File: src/rtl/timer_param_ctrl.sv
// rtl/timer_param_ctrl.sv - delay register bank and reprogram handshake for the alarm countdown timer
// Optional feature macro: PARAM_LOCK_EN (reject writes while the alarm is armed or triggered).
module timer_param_ctrl #(
    parameter int WIDTH         = 4,
    parameter int DEF_ARM       = 6,
    parameter int DEF_DRIVER    = 8,
    parameter int DEF_PASSENGER = 14,
    parameter int DEF_ALARM     = 10
) (
    input  logic             clock,
    input  logic             reset,
    input  logic [1:0]       sel,
    input  logic [WIDTH-1:0] value,
    input  logic             reprogram,
    input  logic             lock,
    input  logic [1:0]       interval,
    output logic [WIDTH-1:0] t_value,
    output logic             reprog_pulse,
    output logic             cfg_err,
    output logic             busy
);

    typedef enum logic [2:0] {
        ST_IDLE     = 3'd0,
        ST_CHECK    = 3'd1,
        ST_WRITE    = 3'd2,
        ST_DONE     = 3'd3,
        ST_ERROR    = 3'd4,
        ST_WAIT_REL = 3'd5
    } state_t;

    state_t           state_q, state_d;
    logic [1:0]       sel_q, sel_d;
    logic [WIDTH-1:0] value_q, value_d;
    logic [WIDTH-1:0] delay_q [4];
    logic [WIDTH-1:0] delay_d [4];
    logic             reprogram_dly_q, reprogram_dly_d;
    logic             press;

    // Edge register starts high so a button held through reset release is not a press.
    assign press = reprogram & ~reprogram_dly_q;

`ifndef PARAM_LOCK_EN
    logic unused_lock;
    assign unused_lock = lock;
`endif

    always_comb begin
        state_d         = state_q;
        sel_d           = sel_q;
        value_d         = value_q;
        delay_d         = delay_q;
        reprogram_dly_d = reprogram;

        case (state_q)
            ST_IDLE: begin
                if (press) begin
                    sel_d   = sel;
                    value_d = value;
                    state_d = ST_CHECK;
                end
            end
            ST_CHECK: begin
`ifdef PARAM_LOCK_EN
                if (lock || (value_q == '0)) state_d = ST_ERROR;
`else
                if (value_q == '0) state_d = ST_ERROR;
`endif
                else state_d = ST_WRITE;
            end
            ST_WRITE: begin
                delay_d[sel_q] = value_q;
                state_d        = ST_DONE;
            end
            ST_DONE:  state_d = ST_WAIT_REL;
            ST_ERROR: state_d = ST_WAIT_REL;
            ST_WAIT_REL: begin
                if (!reprogram) state_d = ST_IDLE;
            end
            default: state_d = ST_IDLE;
        endcase
    end

    always_ff @(posedge clock or negedge reset) begin
        if (!reset) begin
            state_q         <= ST_IDLE;
            sel_q           <= '0;
            value_q         <= '0;
            reprogram_dly_q <= 1'b1;
            delay_q[0]      <= WIDTH'(DEF_ARM);
            delay_q[1]      <= WIDTH'(DEF_DRIVER);
            delay_q[2]      <= WIDTH'(DEF_PASSENGER);
            delay_q[3]      <= WIDTH'(DEF_ALARM);
        end else begin
            state_q         <= state_d;
            sel_q           <= sel_d;
            value_q         <= value_d;
            reprogram_dly_q <= reprogram_dly_d;
            delay_q         <= delay_d;
        end
    end

    assign t_value      = delay_q[interval];
    assign reprog_pulse = (state_q == ST_DONE);
    assign cfg_err      = (state_q == ST_ERROR);
    assign busy         = (state_q != ST_IDLE);

endmodule
File: config.mk
export PLATFORM = sky130hd
export DESIGN_NAME = timer_param_ctrl
export DESIGN_NICKNAME = d
export VERILOG_FILES = /design/src/rtl/timer_param_ctrl.sv
export SDC_FILE = /design/constraint.sdc
export NUM_CORES = 1
export LEC_CHECK = 0
export ABC_AREA = 1
export BUFFER_PORTS_ARGS = -buffer_cell sky130_fd_sc_hd__buf_2
export CAP_MARGIN = 20
export CORE_ASPECT_RATIO = 0.9
export CORE_MARGIN = 2
export CORE_UTILIZATION = 50
export DETAILED_ROUTE_END_ITERATION = 8
export GPL_ROUTABILITY_DRIVEN = 1
export GPL_TIMING_DRIVEN = 1
export PLACE_DENSITY = 0.71
export SKIP_LAST_GASP = 1
export SYNTH_ARGS = -nofsm -noshare
export SYNTH_HDL_FRONTEND = slang
export SYNTH_SLANG_ARGS = --single-unit
File: constraint.sdc
create_clock -name clock -period 1.48 [get_ports clock]
set_input_delay 0.296 -clock clock [delete_from_list [all_inputs] [get_ports clock]]
set_output_delay 0.296 -clock clock [all_outputs]
set_load 0.02 [all_outputs]
==> impl_metrics.env, run 1 <==
export IMPL_required_ps=1180
export IMPL_drc_errors=0
export IMPL_p_sw_uw=1220
export IMPL_ys_top_cells_by_area="dfrtp_1 (32%), nand2_1 (19%), dfstp_2 (18%)"
export IMPL_finalSetupViolations=2
export IMPL_initial_utilization=0.531
export IMPL_finalInstanceArea_mm2=0.00158
export IMPL_start_kind="flop"
export IMPL_p_clk_frac=0.120
export IMPL_final_util=0.640
export IMPL_num_io_pins=19
export IMPL_post_drt_via_cell_ratio=5.26
export IMPL_insertion_delay_ps=320
export IMPL_worst_pin_slew_ps=564
export IMPL_syn_area_per_cell_um2=7.67
export IMPL_final_min_clock_period_ps=1570
export IMPL_mostFrequentLayoutCell="nand2_1"
export IMPL_internal_power_uw=1770
export IMPL_power_frac_seq=0.452
export IMPL_synth_seq_cells=26
export IMPL_grt_overflow_total=0
export IMPL_firstDrtPassIters=4
export IMPL_grt_max_degree=27
export IMPL_initialDrtViolationCount=53
export IMPL_hpwl_mm=1.87
export IMPL_irDropWorstVdd_mv=1.48
export IMPL_timing_hold_ws_ps=86.6
export IMPL_finalWorstSetupSlack_ps=-94.1
export IMPL_htree_num_levels=1
export IMPL_power_uw=2990
export IMPL_cts_sinks=26
export IMPL_syn_area_mm2=0.00131
export IMPL_ys_seq_area_frac=0.505
export IMPL_num_vias=1184
export IMPL_hp_class="in2reg"
export IMPL_switching_share=0.408
export IMPL_p_per_area_mw_per_mm2=1900
export IMPL_crit_path_end_kind="output port"
export IMPL_netlist_area_leader_share=0.324
export IMPL_cts_buffers=3
export IMPL_cpPeakStageDelay_ps=560
export IMPL_drt_total_wl_mm=2.77
export IMPL_clock_root_buffer="clkbuf_4"
export IMPL_diodes=0
export IMPL_drive_above_1_share=0.279
export IMPL_yosysTopAreaCell="dfrtp_1"
export IMPL_drtAntennaViolNets=0
export IMPL_crit_type="reg2out"
export IMPL_worstPathCellList="inv_2 > a21oi_2 > o21ai_1 > nand2_1 > buf_6"
export IMPL_place_gp_congestion=0.867
export IMPL_routedWlPerCell_um=12.3
export IMPL_crit_slowest_cell="dfstp_2"
export IMPL_coreArea_mm2=0.00247
export IMPL_cp_max_fo=2
export IMPL_timing_fmax_mhz=635
export IMPL_numPortBuffers=17
export IMPL_pre_cts_ws_ps=221
export IMPL_drv_cap=0
export IMPL_synth_cells=171
export IMPL_grt_pass1_vias=1025
export IMPL_fp_dieH_um=52.6
export IMPL_rsz0062_at_grt="yes"
export IMPL_die_x_um=58.0
export IMPL_clock_path_buffers=2
export IMPL_slew_violations=0
export IMPL_combPwrFrac=0.428
export IMPL_synthToLayoutAreaGrowth_pct=20.4
export IMPL_synth_fp_nets=183
export IMPL_hold_viol=0
export IMPL_final_nets=210
export IMPL_p_leak_uw=0.000839
export IMPL_num_rows=17
export IMPL_arrival_ps=1280
export IMPL_synth_warnings=0
export IMPL_grtUsageTotal=0.197
export IMPL_antenna_found_initial=0
export IMPL_clock_skew_ps=5.96
export IMPL_cts_tree="built"
export IMPL_slew_headroom=0.624
export IMPL_nFillCells=233
export IMPL_violations="negative setup slack"
export IMPL_post_dp_cell_area_mm2=0.00143
export IMPL_layout_common_cells="nand2_1 (64), nand3_1 (20), inv_1 (17), dfrtp_1 (15)"
export IMPL_path_clk_slew_ps=140
export IMPL_status="finished, violations left"
export IMPL_synth_distinct_cells=19
export IMPL_grt_pass1_wl_mm=4.48
export IMPL_post_route_period_util=1.06
export IMPL_die_area_mm2=0.00305
## path summary, 6_finish.rpt
check                                        startpoint                         to  slack [ps]  depth (start not counted)
worst max-delay path            delay_q[11]$_DFFE_PN1P_                 t_value[3]         -90                          5
worst min-delay path                          reprogram  reprogram_dly_q$_DFF_PN1_          90                          1
worst max register to register   state_q[0]$_DFFE_PN0P_     delay_q[2]$_DFFE_PN0P_         210                          6
worst min register to register   delay_q[7]$_DFFE_PN1P_     delay_q[7]$_DFFE_PN1P_         470                          2
max in group asynchronous                         reset     state_q[1]$_DFFE_PN0P_         570                          2
min in group asynchronous                         reset     value_q[3]$_DFFE_PN0P_         520                          2
## kinds of logic (layout without fill, tap and decap cells)
family,Yosys count,in the layout,synth area share
AND/OR/NAND/NOR,104,104,0.344
flip-flops,26,26,0.505
buffers and inverters,27,53,0.0878
AO/OA/AOI/OAI,14,14,0.0630
## metal layers
metal / vias up / GRT usage / share of wire
met5: - / 0 / 0
met4: 0 / 0.0891 / 0.014
met3: 6 / 0.0321 / 0.040
met2: 32 / 0.303 / 0.47
met1: 544 / 0.273 / 0.47
li1: 602 / - / -
## Yosys cell counts
cell and number:
o21ai_0 5, buf_4 1, dfrtp_1 17, inv_2 1, buf_6 1, o211ai_1 4
nand2_1 65, o21bai_1 1, nand2_2 3, nor2_1 6, nand3_1 20, a21oi_1 4
dfstp_2 9, inv_1 20, nor2_2 2, nand3_2 1, nand4_1 7, clkbuf_1 2
buf_2 2
## cell type report
cell class                 count  area, um^2  share of cell area
timing repair buffer          28         216               0.137
clock buffer                   4        36.3              0.0230
tap                           28        35.0              0.0222
multi-input combinational    118         548               0.347
sequential                    26         664               0.421
inverter                      21        78.8              0.0499
## stage by stage
stage / cells / setup TNS (ps)
finish: 225 / -156
global route: 225 / -593
CTS: 221 / -214
detailed placement: 213 / 0
global placement: 213 / 0
floorplan: 171 / 0
## flip-flops by register name, summed over array words and instances (netlist names)
| register | count |
|---|---|
| value_q | 4 |
| delay_q | 16 |
| state_q | 3 |
| sel_q | 2 |
| reprogram_dly_q | 1 |
## power groups by stage
stage	registers, uW	clock network (uW)	logic (uW)
after floorplan	1260	0	772
after global placement	1340	0	986
after detailed placement	1350	0	1020
after CTS	1330	368	1160
after global routing	1390	398	1440
final	1350	360	1280
## critical path: cells and delay by family, from the launching register on
kind,cells,cell delay [ps]
flip-flops,1,560
AO/OA/AOI/OAI,2,160
buffers and inverters,2,150
AND/OR/NAND/NOR,1,80
## timing repair
action	CTS	global route
endpoints found under the setup margin	6	7
hold buffers	1	0
resized for setup	14	7
endpoints found under the hold margin	17	0
pin swaps	4	4
buffers inserted	3	4
Power figures use the tool's default switching activity.
==> run 2: changes to the inputs <==
==> constraint.sdc (replaced) <==
create_clock -name clock -period 1.7 [get_ports clock]
set_input_delay 0.34 -clock clock [delete_from_list [all_inputs] [get_ports clock]]
set_output_delay 0.34 -clock clock [all_outputs]
set_load 0.02 [all_outputs]
==> impl_metrics.env, run 2 (synthesized netlist as in run 1, its figures left out) <==
export IMPL_slew_headroom=0.636
export IMPL_irDropWorstVdd_mv=1.03
export IMPL_slew_violations=0
export IMPL_grt_max_degree=27
export IMPL_finalWorstSetupSlack_ps=62.3
export IMPL_mostFrequentLayoutCell="nand2_1"
export IMPL_grtUsageTotal=0.194
export IMPL_initialDrtViolationCount=53
export IMPL_post_route_period_util=0.963
export IMPL_hpwl_mm=1.95
export IMPL_worst_pin_slew_ps=546
export IMPL_die_x_um=58.0
export IMPL_grt_pass1_wl_mm=4.51
export IMPL_antenna_found_initial=0
export IMPL_p_per_area_mw_per_mm2=1590
export IMPL_path_clk_slew_ps=140
export IMPL_largest_registers="delay_q (16), value_q (4), state_q (3)"
export IMPL_rsz0062_at_grt="yes"
export IMPL_finalSetupViolations=0
export IMPL_grt_overflow_total=0
export IMPL_worstPathCellList="inv_2 > a21oi_2 > o21ai_1 > nand2_1 > buf_6"
export IMPL_hold_viol=0
export IMPL_place_gp_congestion=0.870
export IMPL_grt_pass1_vias=1069
export IMPL_status="finished clean"
export IMPL_r2r_start="state_q[2]$_DFFE_PN0P_"
export IMPL_final_cells=220
export IMPL_dp_cells=215
export IMPL_clock_path_buffers=2
export IMPL_largest_register_ffs=16
export IMPL_rrSetupSlack_ps=340
export IMPL_clock_skew_ps=6.03
export IMPL_drive_above_1_share=0.229
export IMPL_start_kind="flop"
export IMPL_regMostFlops="delay_q"
export IMPL_final_nets=205
export IMPL_required_ps=1360
export IMPL_crit_path_end_kind="output port"
export IMPL_cts_sinks=26
export IMPL_crit_slowest_cell="dfstp_2"
export IMPL_pre_cts_ws_ps=316
export IMPL_cts_buffers=3
export IMPL_initial_utilization=0.531
export IMPL_cp_max_fo=2
export IMPL_numPortBuffers=17
export IMPL_insertion_delay_ps=310
export IMPL_post_drt_via_cell_ratio=5.16
export IMPL_drtAntennaViolNets=0
export IMPL_hp_class="in2reg"
export IMPL_routedWlPerCell_um=11.6
export IMPL_die_area_mm2=0.00305
export IMPL_reg2reg_depth=6
export IMPL_num_rows=17
export IMPL_cts_tree="built"
export IMPL_hold_depth=1
export IMPL_p_leak_uw=0.000807
export IMPL_firstDrtPassIters=4
export IMPL_coreArea_mm2=0.00247
export IMPL_layout_common_cells="nand2_1 (65), nand3_1 (20), inv_1 (19), dfrtp_1 (17), buf_2 (16)"
export IMPL_htree_num_levels=1
export IMPL_num_io_pins=19
export IMPL_clock_root_buffer="clkbuf_4"
export IMPL_final_min_clock_period_ps=1640
export IMPL_num_vias=1136
export IMPL_synthToLayoutAreaGrowth_pct=13.5
export IMPL_drt_total_wl_mm=2.55
export IMPL_arrival_ps=1300
export IMPL_fp_dieH_um=52.6
export IMPL_min_from="reprogram"
export IMPL_timing_fmax_mhz=611
export IMPL_cpPeakStageDelay_ps=560
export IMPL_drc_errors=0
export IMPL_drv_cap=0
export IMPL_holdPathEnd="reprogram_dly_q$_DFF_PN1_"
export IMPL_diodes=0
export IMPL_r2r_end="delay_q[5]$_DFFE_PN1P_"
export IMPL_crit_type="reg2out"
## run 2: repair_timing
item                                    CTS  global route
resized for setup                         1             4
setup buffers                             0             0
hold buffers                              1             0
hold endpoints to repair                  8             0
endpoints found under the setup margin    1             1
pin swaps                                 0             1
## run 2: through the flow
step | utilization | power, uW | setup TNS, ps | hold WS (ps) | area, um^2
after global placement | 0.581 | 2020 | 0 | 361 | 1430
after CTS | 0.600 | 2380 | 0 | 112 | 1480
after global routing | 0.603 | 2580 | -5.59 | 97.1 | 1490
after detailed placement | 0.581 | 2070 | 0 | 359 | 1430
after floorplan | - | 1770 | 0 | 44.4 | 1310
final | 0.603 | 2370 | 0 | 126 | 1490
## run 2: how the worst max path moves through the flow
stage / start / end / slack [ps] / cells after the start
floorplan: interval[0] / t_value[1] / 340 / 5
global placement: interval[0] / t_value[2] / 350 / 5
detailed placement: interval[0] / t_value[1] / 320 / 5
CTS: delay_q[11]$_DFFE_PN1P_ / t_value[3] / 4 / 5
global route: delay_q[11]$_DFFE_PN1P_ / t_value[3] / -6 / 5
finish: delay_q[11]$_DFFE_PN1P_ / t_value[3] / 60 / 5
## run 2: power breakdown
group	switching, uW	internal (uW)	total [uW]
combinational	572	332	904
clock	174	131	304
sequential	240	925	1160
total	985	1390	2370
## run 2: cell type report
type / instances / area, um^2
sequential: 26 / 662
multi-input combinational: 118 / 538
tap: 28 / 35.0
inverter: 21 / 78.8
timing repair buffer: 23 / 139
clock buffer: 4 / 36.3
fill: 239 / 978
## run 2: per-layer routing
metal | wire length [um] | track usage
met1 | 1270 | 0.256
met2 | 1200 | 0.328
met3 | 62 | 0.0296
met4 | 12 | 0.0659
met5 | 0 | 0
## run 2: worst max-delay path, delay by kind of cell, from the launching register on
family                 cells  cell delay (ps)
AO/OA/AOI/OAI              2              170
buffers and inverters      2              150
flip-flops                 1              560
AND/OR/NAND/NOR            1               90
==> run 3: changes to the inputs <==
--- a/config.mk
+++ b/config.mk
@@ -14,6 +14,7 @@
 export DETAILED_ROUTE_END_ITERATION = 8
 export GPL_ROUTABILITY_DRIVEN = 1
 export GPL_TIMING_DRIVEN = 1
+export MAX_ROUTING_LAYER = met4
 export PLACE_DENSITY = 0.71
 export SKIP_LAST_GASP = 1
 export SYNTH_ARGS = -nofsm -noshare
==> impl_metrics.env, run 3 (synthesized netlist as in run 1, its figures left out) <==
export IMPL_required_ps=1360
export IMPL_drtAntennaViolNets=0
export IMPL_die_x_um=58.0
export IMPL_num_io_pins=19
export IMPL_drt_total_wl_mm=2.55
export IMPL_dp_cells=215
export IMPL_status="finished clean"
export IMPL_r2r_start="state_q[2]$_DFFE_PN0P_"
export IMPL_initialDrtViolationCount=56
export IMPL_path_buf_inv=2
export IMPL_nFillCells=239
export IMPL_crit_path_end_kind="output port"
export IMPL_worstPathCellList="inv_2 > a21oi_2 > o21ai_1 > nand2_1 > buf_6"
export IMPL_num_vias=1137
export IMPL_drive_above_1_share=0.229
export IMPL_numPortBuffers=17
export IMPL_pre_cts_ws_ps=316
export IMPL_largest_registers="delay_q (16), value_q (4), state_q (3)"
export IMPL_arrival_ps=1290
export IMPL_timing_fmax_mhz=614
export IMPL_firstDrtPassIters=4
export IMPL_irDropWorstVdd_mv=1.03
export IMPL_crit_slowest_cell="dfstp_2"
export IMPL_diodes=0
export IMPL_coreArea_mm2=0.00247
export IMPL_slew_violations=0
export IMPL_crit_family="flip-flops"
export IMPL_r2r_end="delay_q[5]$_DFFE_PN1P_"
export IMPL_regMostFlops="delay_q"
export IMPL_grtUsageTotal=0.198
export IMPL_initial_utilization=0.531
export IMPL_drv_cap=0
export IMPL_cts_tree="built"
export IMPL_rrSetupSlack_ps=340
export IMPL_rsz0062_at_grt="yes"
export IMPL_slew_headroom=0.635
export IMPL_grt_max_degree=27
export IMPL_reg2reg_depth=6
export IMPL_num_rows=17
export IMPL_post_route_period_util=0.957
export IMPL_cts_sinks=26
export IMPL_hold_depth=1
export IMPL_grt_overflow_total=0
export IMPL_final_nets=205
export IMPL_start_kind="flop"
export IMPL_finalSetupViolations=0
export IMPL_crit_type="reg2out"
export IMPL_cp_max_fo=2
export IMPL_clock_skew_ps=1.94
export IMPL_htree_num_levels=1
export IMPL_fp_dieH_um=52.6
export IMPL_cts_setup_buffers=0
export IMPL_largest_register_ffs=16
export IMPL_hpwl_mm=1.95
export IMPL_holdPathEnd="reprogram_dly_q$_DFF_PN1_"
export IMPL_place_gp_congestion=0.884
export IMPL_hold_viol=0
export IMPL_insertion_delay_ps=310
export IMPL_layout_common_cells="nand2_1 (65), nand3_1 (20), inv_1 (19), dfrtp_1 (17), buf_2 (16)"
export IMPL_final_min_clock_period_ps=1630
export IMPL_p_leak_uw=0.000807
export IMPL_antenna_found_initial=0
export IMPL_finalWorstSetupSlack_ps=72.3
export IMPL_min_from="reprogram"
export IMPL_mostFrequentLayoutCell="nand2_1"
export IMPL_routedWlPerCell_um=11.6
export IMPL_p_per_area_mw_per_mm2=1590
export IMPL_final_cells=220
export IMPL_post_drt_via_cell_ratio=5.17
export IMPL_grt_pass1_vias=1071
export IMPL_die_area_mm2=0.00305
export IMPL_power_uw=2370
export IMPL_crit_cells=5
export IMPL_grt_pass1_wl_mm=4.49
export IMPL_hp_class="in2reg"
export IMPL_synthToLayoutAreaGrowth_pct=13.5
export IMPL_clock_path_buffers=2
export IMPL_path_clk_slew_ps=140
export IMPL_drc_errors=0
export IMPL_worst_pin_slew_ps=547
export IMPL_cpPeakStageDelay_ps=560
export IMPL_cts_buffers=3
export IMPL_clock_root_buffer="clkbuf_4"
-- run 3: cell counts in the layout (fill, tap and decap cells not counted) --
Identical to the previous run, type by type.
-- run 3: layer usage --
metal,track usage,share of wire,vias to the layer above
li1,-,-,585
met1,0.251,0.48,530
met2,0.330,0.48,20
met3,0.0296,0.035,2
met4,0.0659,0.0047,0
met5,-,0,-
-- run 3: power by group --
| group | total [uW] | leakage, uW | switching (uW) | internal [uW] |
|---|---|---|---|---|
| Clock | 307 | 0.0000210 | 176 | 131 |
| Sequential | 1170 | 0.000314 | 240 | 925 |
| Combinational | 903 | 0.000472 | 571 | 332 |
-- run 3: worst max path at each step --
| stage | from | to | slack (ps) |
|---|---|---|---|
| after floorplan | interval[0] | t_value[1] | 340 |
| after global placement | interval[0] | t_value[2] | 350 |
| after detailed placement | interval[0] | t_value[1] | 320 |
| after CTS | delay_q[11]$_DFFE_PN1P_ | t_value[3] | 4 |
| after global routing | delay_q[3]$_DFFE_PN1P_ | t_value[3] | -3 |
| final | delay_q[11]$_DFFE_PN1P_ | t_value[3] | 70 |
-- run 3: what timing repair did --
item	in CTS	in global routing
hold buffers	1	0
endpoints found under the setup margin	1	1
hold endpoints to repair	8	0
cloned	0	0
gates resized for setup	1	4
-- run 3: stage by stage --
step / TNS (ps) / hold slack, ps / instance area [um^2] / utilization
final: 0 / 126 / 1490 / 0.603
after global routing: -3.32 / 97.1 / 1490 / 0.603
after CTS: 0 / 112 / 1480 / 0.600
after detailed placement: 0 / 359 / 1430 / 0.581
after global placement: 0 / 361 / 1430 / 0.581
after floorplan: 0 / 44.4 / 1310 / -
-- run 3: area by class of cell --
| type | count | area [um^2] | share of cell area |
|---|---|---|---|
| sequential | 26 | 662 | 0.445 |
| multi-input combinational | 118 | 538 | 0.361 |
| timing repair buffer | 23 | 139 | 0.0933 |
| inverter | 21 | 78.8 | 0.0529 |
| clock buffer | 4 | 36.3 | 0.0244 |
| tap | 28 | 35.0 | 0.0235 |
